`config.mk`:
```
export PLATFORM = sky130hd
export DESIGN_NAME = gcn_mem_read_arbiter
export DESIGN_NICKNAME = d
export VERILOG_FILES = /design/src/rtl/gcn_mem_read_arbiter.sv
export SDC_FILE = /design/constraint.sdc
export NUM_CORES = 1
export LEC_CHECK = 0
export ABC_AREA = 1
export CORE_MARGIN = 10
export CORE_UTILIZATION = 30
export CTS_BUF_LIST = sky130_fd_sc_hd__clkbuf_8
export CTS_CLUSTER_SIZE = 30
export DETAILED_ROUTE_END_ITERATION = 6
export DONT_BUFFER_PORTS = 1
export PLACE_DENSITY_LB_ADDON = 0.3
export SETUP_SLACK_MARGIN = 0.15
export SYNTH_ARGS = -nofsm -noshare
export SYNTH_HDL_FRONTEND = slang
export SYNTH_SLANG_ARGS = --single-unit
```
`constraint.sdc`:
```
create_clock -name clk -period 1.7 [get_ports clk]
set_clock_uncertainty 0.15 [all_clocks]
set_input_delay 0.425 -clock clk [delete_from_list [all_inputs] [get_ports clk]]
set_output_delay 0.425 -clock clk [all_outputs]
set_load 0.005 [all_outputs]
```
`src/rtl/gcn_mem_read_arbiter.sv`:
```
`default_nettype none
// ============================================================================
//  Module   : gcn_mem_read_arbiter
//  Purpose  : Round-robin arbiter sharing the feature/weight memory read port
//             between the transformation block (req0) and the combination
//             block (req1). Grants are burst-locked with a maximum burst
//             length, and returned data is tagged with a per-requester
//             read-valid strobe.
//  Revision : 1.0 - initial release
// ============================================================================
module gcn_mem_read_arbiter #(
    parameter int ADDRESS_WIDTH   = 13,
    parameter int MAX_BURST       = 96,
    parameter int READ_LATENCY    = 1,
    parameter int BURST_CNT_WIDTH = $clog2(MAX_BURST + 1)
) (
    input  logic                     clk,
    input  logic                     reset,
    input  logic                     req0_enable_read,
    input  logic [ADDRESS_WIDTH-1:0] req0_read_address,
    input  logic                     req1_enable_read,
    input  logic [ADDRESS_WIDTH-1:0] req1_read_address,
    output logic                     gnt0,
    output logic                     gnt1,
    output logic                     mem_enable_read,
    output logic [ADDRESS_WIDTH-1:0] mem_read_address,
    output logic                     rvalid0,
    output logic                     rvalid1
);

    localparam logic [1:0] c_st_idle   = 2'd0;
    localparam logic [1:0] c_st_grant0 = 2'd1;
    localparam logic [1:0] c_st_grant1 = 2'd2;

    localparam logic [BURST_CNT_WIDTH-1:0] c_max_burst = BURST_CNT_WIDTH'(MAX_BURST);
    localparam logic [BURST_CNT_WIDTH-1:0] c_cnt_one   = BURST_CNT_WIDTH'(1);

    logic [1:0]                 r_state;
    logic [1:0]                 w_next_state;
    logic                       r_last_served;
    logic                       w_next_last_served;
    logic [BURST_CNT_WIDTH-1:0] r_burst_cnt;
    logic [BURST_CNT_WIDTH-1:0] w_next_burst_cnt;
    logic [BURST_CNT_WIDTH-1:0] w_cnt_inc;
    logic                       w_issue0;
    logic                       w_issue1;

    // Read-valid tag pipeline: stage READ_LATENCY-1 lines up with memory data.
    logic [READ_LATENCY-1:0]    r_pipe_valid;
    logic [READ_LATENCY-1:0]    r_pipe_id;

    // A requester issues only in its own grant state while it holds its request.
    assign w_issue0 = (r_state == c_st_grant0) && req0_enable_read;
    assign w_issue1 = (r_state == c_st_grant1) && req1_enable_read;
    assign w_cnt_inc = r_burst_cnt + c_cnt_one;

    assign gnt0            = (r_state == c_st_grant0);
    assign gnt1            = (r_state == c_st_grant1);
    assign mem_enable_read = w_issue0 || w_issue1;

    // Address mux onto the shared port; zero when nothing is issued.
    always_comb begin
        mem_read_address = '0;
        if (w_issue0) begin
            mem_read_address = req0_read_address;
        end else if (w_issue1) begin
            mem_read_address = req1_read_address;
        end
    end

    // Arbitration state, last-served and burst-count registers.
    always_ff @(posedge clk) begin
        if (reset) begin
            r_state       <= c_st_idle;
            r_last_served <= 1'b1;
            r_burst_cnt   <= '0;
        end else begin
            r_state       <= w_next_state;
            r_last_served <= w_next_last_served;
            r_burst_cnt   <= w_next_burst_cnt;
        end
    end

    // Next-state logic: round-robin from IDLE, burst lock with forced switch at MAX_BURST.
    always_comb begin
        w_next_state       = r_state;
        w_next_last_served = r_last_served;
        w_next_burst_cnt   = r_burst_cnt;
        case (r_state)
            c_st_idle: begin
                w_next_burst_cnt = '0;
                // With both pending, the one not served last wins.
                if (req0_enable_read && (!req1_enable_read || r_last_served)) begin
                    w_next_state = c_st_grant0;
                end else if (req1_enable_read) begin
                    w_next_state = c_st_grant1;
                end
            end
            c_st_grant0: begin
                if (!req0_enable_read) begin
                    // Release takes priority over a coincident burst limit.
                    w_next_state       = req1_enable_read ? c_st_grant1 : c_st_idle;
                    w_next_last_served = 1'b0;
                    w_next_burst_cnt   = '0;
                end else if (w_cnt_inc == c_max_burst) begin
                    w_next_burst_cnt = '0;
                    if (req1_enable_read) begin
                        w_next_state       = c_st_grant1;
                        w_next_last_served = 1'b0;
                    end
                end else begin
                    w_next_burst_cnt = w_cnt_inc;
                end
            end
            c_st_grant1: begin
                if (!req1_enable_read) begin
                    w_next_state       = req0_enable_read ? c_st_grant0 : c_st_idle;
                    w_next_last_served = 1'b1;
                    w_next_burst_cnt   = '0;
                end else if (w_cnt_inc == c_max_burst) begin
                    w_next_burst_cnt = '0;
                    if (req0_enable_read) begin
                        w_next_state       = c_st_grant0;
                        w_next_last_served = 1'b1;
                    end
                end else begin
                    w_next_burst_cnt = w_cnt_inc;
                end
            end
            default: begin
                w_next_state     = c_st_idle;
                w_next_burst_cnt = '0;
            end
        endcase
    end

    // First pipeline stage captures the issue strobe and the issuing requester id.
    always_ff @(posedge clk) begin
        if (reset) begin
            r_pipe_valid[0] <= 1'b0;
            r_pipe_id[0]    <= 1'b0;
        end else begin
            r_pipe_valid[0] <= mem_enable_read;
            r_pipe_id[0]    <= w_issue1;
        end
    end

    generate
        for (genvar gi = 1; gi < READ_LATENCY; gi++) begin : g_pipe_stage
            // Remaining stages delay the tag in order, so ordering survives a switch.
            always_ff @(posedge clk) begin
                if (reset) begin
                    r_pipe_valid[gi] <= 1'b0;
                    r_pipe_id[gi]    <= 1'b0;
                end else begin
                    r_pipe_valid[gi] <= r_pipe_valid[gi-1];
                    r_pipe_id[gi]    <= r_pipe_id[gi-1];
                end
            end
        end
    endgenerate

    assign rvalid0 = r_pipe_valid[READ_LATENCY-1] && !r_pipe_id[READ_LATENCY-1];
    assign rvalid1 = r_pipe_valid[READ_LATENCY-1] &&  r_pipe_id[READ_LATENCY-1];

endmodule
`default_nettype wire

```
# Yosys cells after proc, flatten, opt, wreduce, memory -nomap -nowiden
# Index checks and enable logic that the tools add are counted.
# W data, S select, Z words.
dict set report word_totals {
  ff_bits 12
  in_bits 30
  output_inout_bits 18
  word_cells 49
}
dict set report op_classes {
  n_addsub 1
  n_eq_ne 7
  n_mux 23
  reduce_logical 13
}
# cell count
set ops {}
lappend ops {{$mux W13} 2}
lappend ops {{$mux W7} 3}
lappend ops {{$mux W2} 8}
lappend ops {{$pmux W7 S2} 1}
lappend ops {{$add A7 B1 Y7 const B} 1}
lappend ops {{$eq A7 B7 Y1 const B} 1}
lappend ops {{$mux W1} 7}
lappend ops {{$ne A3 B2 Y1 const B} 2}
lappend ops {{$ne A3 B3 Y1 const B} 2}
lappend ops {{$pmux W2 S3} 1}
lappend ops {{$logic_and A1 B1 Y1} 5}
lappend ops {{$reduce_and A5 Y1} 1}
lappend ops {{$reduce_and A3 Y1} 1}
lappend ops {{$eq A2 B1 Y1 const B} 1}
lappend ops {{$eq A2 B2 Y1 const B} 1}
lappend ops {{$logic_not A1 Y1} 2}
lappend ops {{$logic_not A2 Y1} 1}
lappend ops {{$logic_or A1 B1 Y1} 2}
lappend ops {{$pmux W1 S2} 1}
lappend ops {{$reduce_bool A2 Y1} 1}

# Logic depth before layout (Yosys ltp)
dict set report logic_depth {
  ltp_word 5
  ltp_mapped 13
  mapped_depth_nobuf 13
}

# Worst setup path after synthesis
# Ideal clock, no wire load.
dict set report synth_timing {
  kind {register to output}
  from {reg r_state[1]}
  to {out mem_read_address[10]}
  t_arrival_ns 1.270
  t_required_ns 1.125
  slack_ns -0.145
  stages_incl_launch_ff 8
  n_path_buf 1
  cell_sequence {dfxtp_1 -> inv_1 -> ha_1 -> nand2_1 -> inv_1 -> buf_1 -> nand2_1 -> o21ai_0}
}
dict set report synth_via {
  word_cells_on_any_way 6
  cone_classes {eq/ne (2); mux (2); reduce/logical (2)}
}
# item line
set synth_lines {}
lappend synth_lines {{start: declaration} 38} ;# logic [1:0] r_state;
lappend synth_lines {{start signal: assignment} 74} ;# r_state <= c_st_idle;
lappend synth_lines {{start signal: assignment} 78} ;# r_state <= w_next_state;
lappend synth_lines {{$eq A2 B1 Y1} n/a}
lappend synth_lines {{named net gnt0} 23} ;# output logic gnt0,
lappend synth_lines {{$logic_and A1 B1 Y1} 53} ;# assign w_issue0 = (r_state == c_st_grant0) && req0_enable_read;
lappend synth_lines {{$mux W13} 64} ;# if (w_issue0) begin
lappend synth_lines {{end: declaration} 26} ;# output logic [ADDRESS_WIDTH-1:0] mem_read_address,
# The timed path passes the listed nets, and every way through them passes these cells.

# Final worst setup path
dict set report layout_timing {
  from {reg r_state[1]}
  to {out mem_read_address[7]}
}
# The elaborated chain is that of the path after synthesis.

==> flow_summary_export.csv <==
group,metric,value,unit
drt,drc,0,
logic_synthesis,synth_nets,181,
placement,portBuffers,0,
global_route,grt_max_degree,16,
timing,setup_slack,-0.1492,ns
floorplanning,start_util,31.31,%
logic_synthesis,yosys_warnings,0,
cts,insertion_delay,0.24,ns
drt,first_pass_iters,4,
placement,place_ws,0.03497,ns
logic_synthesis,synthSimpleGateAreaFrac,33.62,%
critical_path,crit_type,"flop to output port",
cells_and_area,fin_nets,200,
cells_and_area,multiInputGateArea,728.2,um^2
critical_path,worstPathMaxFanout,10,
critical_path,start_kind,"flop",
flow_run,maxCapViolations,0,
placement,placed_cell_area,1032,um^2
global_route,grt_pass1_vias,902,
cts,h-tree-depth,1,
logic_synthesis,yosys.cell_types.count,18,
cells_and_area,layout-drive-gt1-share,42.59,%
drt,vias,964,
run_status,status,"finished, violations left",
logic_synthesis,synthAdderAreaFrac,8.696,%
timing,worst_pin_slew,0.2444,ns
global_route,antenna_found_initial,0,
placement,dp_hpwl,1.962,mm
cts,holdBufCountCts,0,
logic_synthesis,synth_compound_area_share,14.49,%
global_route,grt-ovfl-total,0,
timing,finalMaxSlewViolations,0,
floorplanning,num_rows,19,
floorplanning,die-area,5424,um^2
run_status,failed_checks,"negative setup slack",
global_route,grtUsageTotal,8.856,%
drt,finalWirelength,2.601,mm
cts,cts_tree,"done",
critical_path,crit_family,"flip-flops",
cells_and_area,fillers,251,
logic_synthesis,synth_area_per_cell,5.954,um^2
logic_synthesis,synth_largest_area_cell,"dfxtp_1",
critical_path,crit_chain,"inv_2 > ha_4 > nand2_8 > nand3_4 > buf_12 > o21ai_2",
cts,cts_made_buffers,3,
power,ir_drop,0.7698,mV
cts,clk_pin_slew,0.05,ns
timing,fin_crit_sh,108.8,%
critical_path,crit_slowest_cell,"dfxtp_2",
drt,dr.first_iter.drc_count,17,
hold_path,hold_depth,1,
timing,min_period,1.849,ns
timing,rsz0062_at_grt,"yes",
cells_and_area,final_common_cell,"inv_1",
floorplanning,fp.dieH,73.65,um
floorplanning,core-area,2758,um^2
drt,avgViaCountPerCell,4.995,
cts,cts_root_buffer,"clkbuf_8",
critical_path,worstSetupPathDepth,6,
cts,clock-sinks,12,
critical_path,critPathBufInv,2,
placement,routabilityCongestion,0.8943,
global_route,grt_pass1_wl,3.912,mm
cts,cts_buffer_depth,2,
hold_path,hp-class,"input pin to flop",
floorplanning,num_io_pins,48,
logic_synthesis,ys_seq_area_share,27.83,%
cells_and_area,seq_area,250.2,um^2
drt,routedWlPerCell,13.48,um
critical_path,required,1.12,ns
power,powerDensity,1165,nW/um^2
drt,drt.antenna.violating_nets,0,
logic_synthesis,synth_mux_area_share,0,%
timing,clock.fmax,540.8,MHz
cells_and_area,syn2layout_area_growth,56.52,%
floorplanning,die_w,73.65,um
critical_path,end_kind,"output port",
critical_path,cp_slowest_stage_delay,0.34,ns
timing,fin_tns_setup,-1.787,ns
timing,timing.final.hold_violations,0,
cells_and_area,finalInstanceArea,1351,um^2
logic_synthesis,synth_top_family_by_area,"simple AND/OR/NAND/NOR gates",
logic_synthesis,synth_top_area_share,27.83,%
logic_synthesis,synthesis.area,863.3,um^2
logic_synthesis,ys_ff_latch,12,
critical_path,rr_worst_depth,11,
cells_and_area,layout_common_cells,"26 x inv_1, 25 x nand2_1, 13 x nor2_1",
logic_synthesis,synth_cells,145,
logic_synthesis,synthXorXnorAreaFrac,1.014,%
logic_synthesis,yosys-top-cells-area,"dfxtp_1 28%, nand2_1 16%, inv_1 13%",
cells_and_area,post-route-util,49.00,%
timing,maxSlewHeadroom,83.53,%
cells_and_area,antenna_cells,0,
timing,setup_viol,14,
power,leakagePower,0.0005929,uW
critical_path,critPathArrivalTime,1.27,ns
==> registers in the layout, indices dropped and copies added (netlist names) <==
signal	cells
r_burst_cnt	7
r_pipe_valid	1
r_pipe_id	1
r_last_served	1
r_state	2
==> metrics by stage <==
step,cells,hold WS (ns),power (uW)
4_1_cts,188,0.1008,1370
3_5_place_dp,180,0.3025,1022
2_1_floorplan,145,0.2736,874.7
5_1_grt,193,0.09900,1714
6_report,193,0.1125,1574
3_3_place_gp,180,0.3016,1018
==> cell families (layout without fill, tap and decap cells) <==
family	Yosys count	after routing
and+or+nand+nor	70	70
buffers and inverters	33	50
AOI/OAI and AO/OA	23	23
DFF	12	12
adders and majority gates	6	6
xor gates and xnor gates	1	1
==> where the power goes <==
part	total (uW)	switching, uW	internal [uW]
sequential	383	44.2	338
clock	246	91.2	155
combinational	945	523	422
==> metal layers <==
layer	routed length (um)	GRT usage, %	vias up
li1	-	-	485
met5	0	0	-
met2	1302	15.25	44
met1	938	8.769	433
met4	14	2.899	0
met3	345	4.980	2
==> path summary, 6_finish.rpt <==
| kind | to | from | slack (ns) |
|---|---|---|---|
| worst max register to register | r_state[0] | r_burst_cnt[2] | 0.09 |
| worst min register to register | r_last_served | r_last_served | 0.31 |
| worst max-delay path | mem_read_address[7] | r_state[1] | -0.15 |
| worst min-delay path | r_pipe_id | reset | 0.11 |
==> synthesized netlist by cell type <==
library cell	n
a31oi_1	1
nand4_1	2
nand3_1	10
nand2_1	37
clkbuf_1	1
a21boi_1	1
nor2_1	17
o21ai_0	17
ha_1	6
inv_1	31
nor2_2	1
buf_1	1
nand2_2	3
o21bai_1	1
xor2_1	1
a21oi_1	2
a221oi_1	1
dfxtp_1	12
==> timing repair <==
item | in CTS | in global routing
resized for setup | 24 | 26
setup endpoints to repair | 18 | 25
setup buffers | 5 | 5
pin swaps | 7 | 7
==> cell type report <==
type / instances / share of cell area (%)
clock buffer: 3 / 3.056
sequential: 12 / 18.52
timing repair buffer: 16 / 12.13
inverter: 31 / 9.537
multi-input combinational: 100 / 53.89
tap: 31 / 2.870
Power figures use the tool's default switching activity.
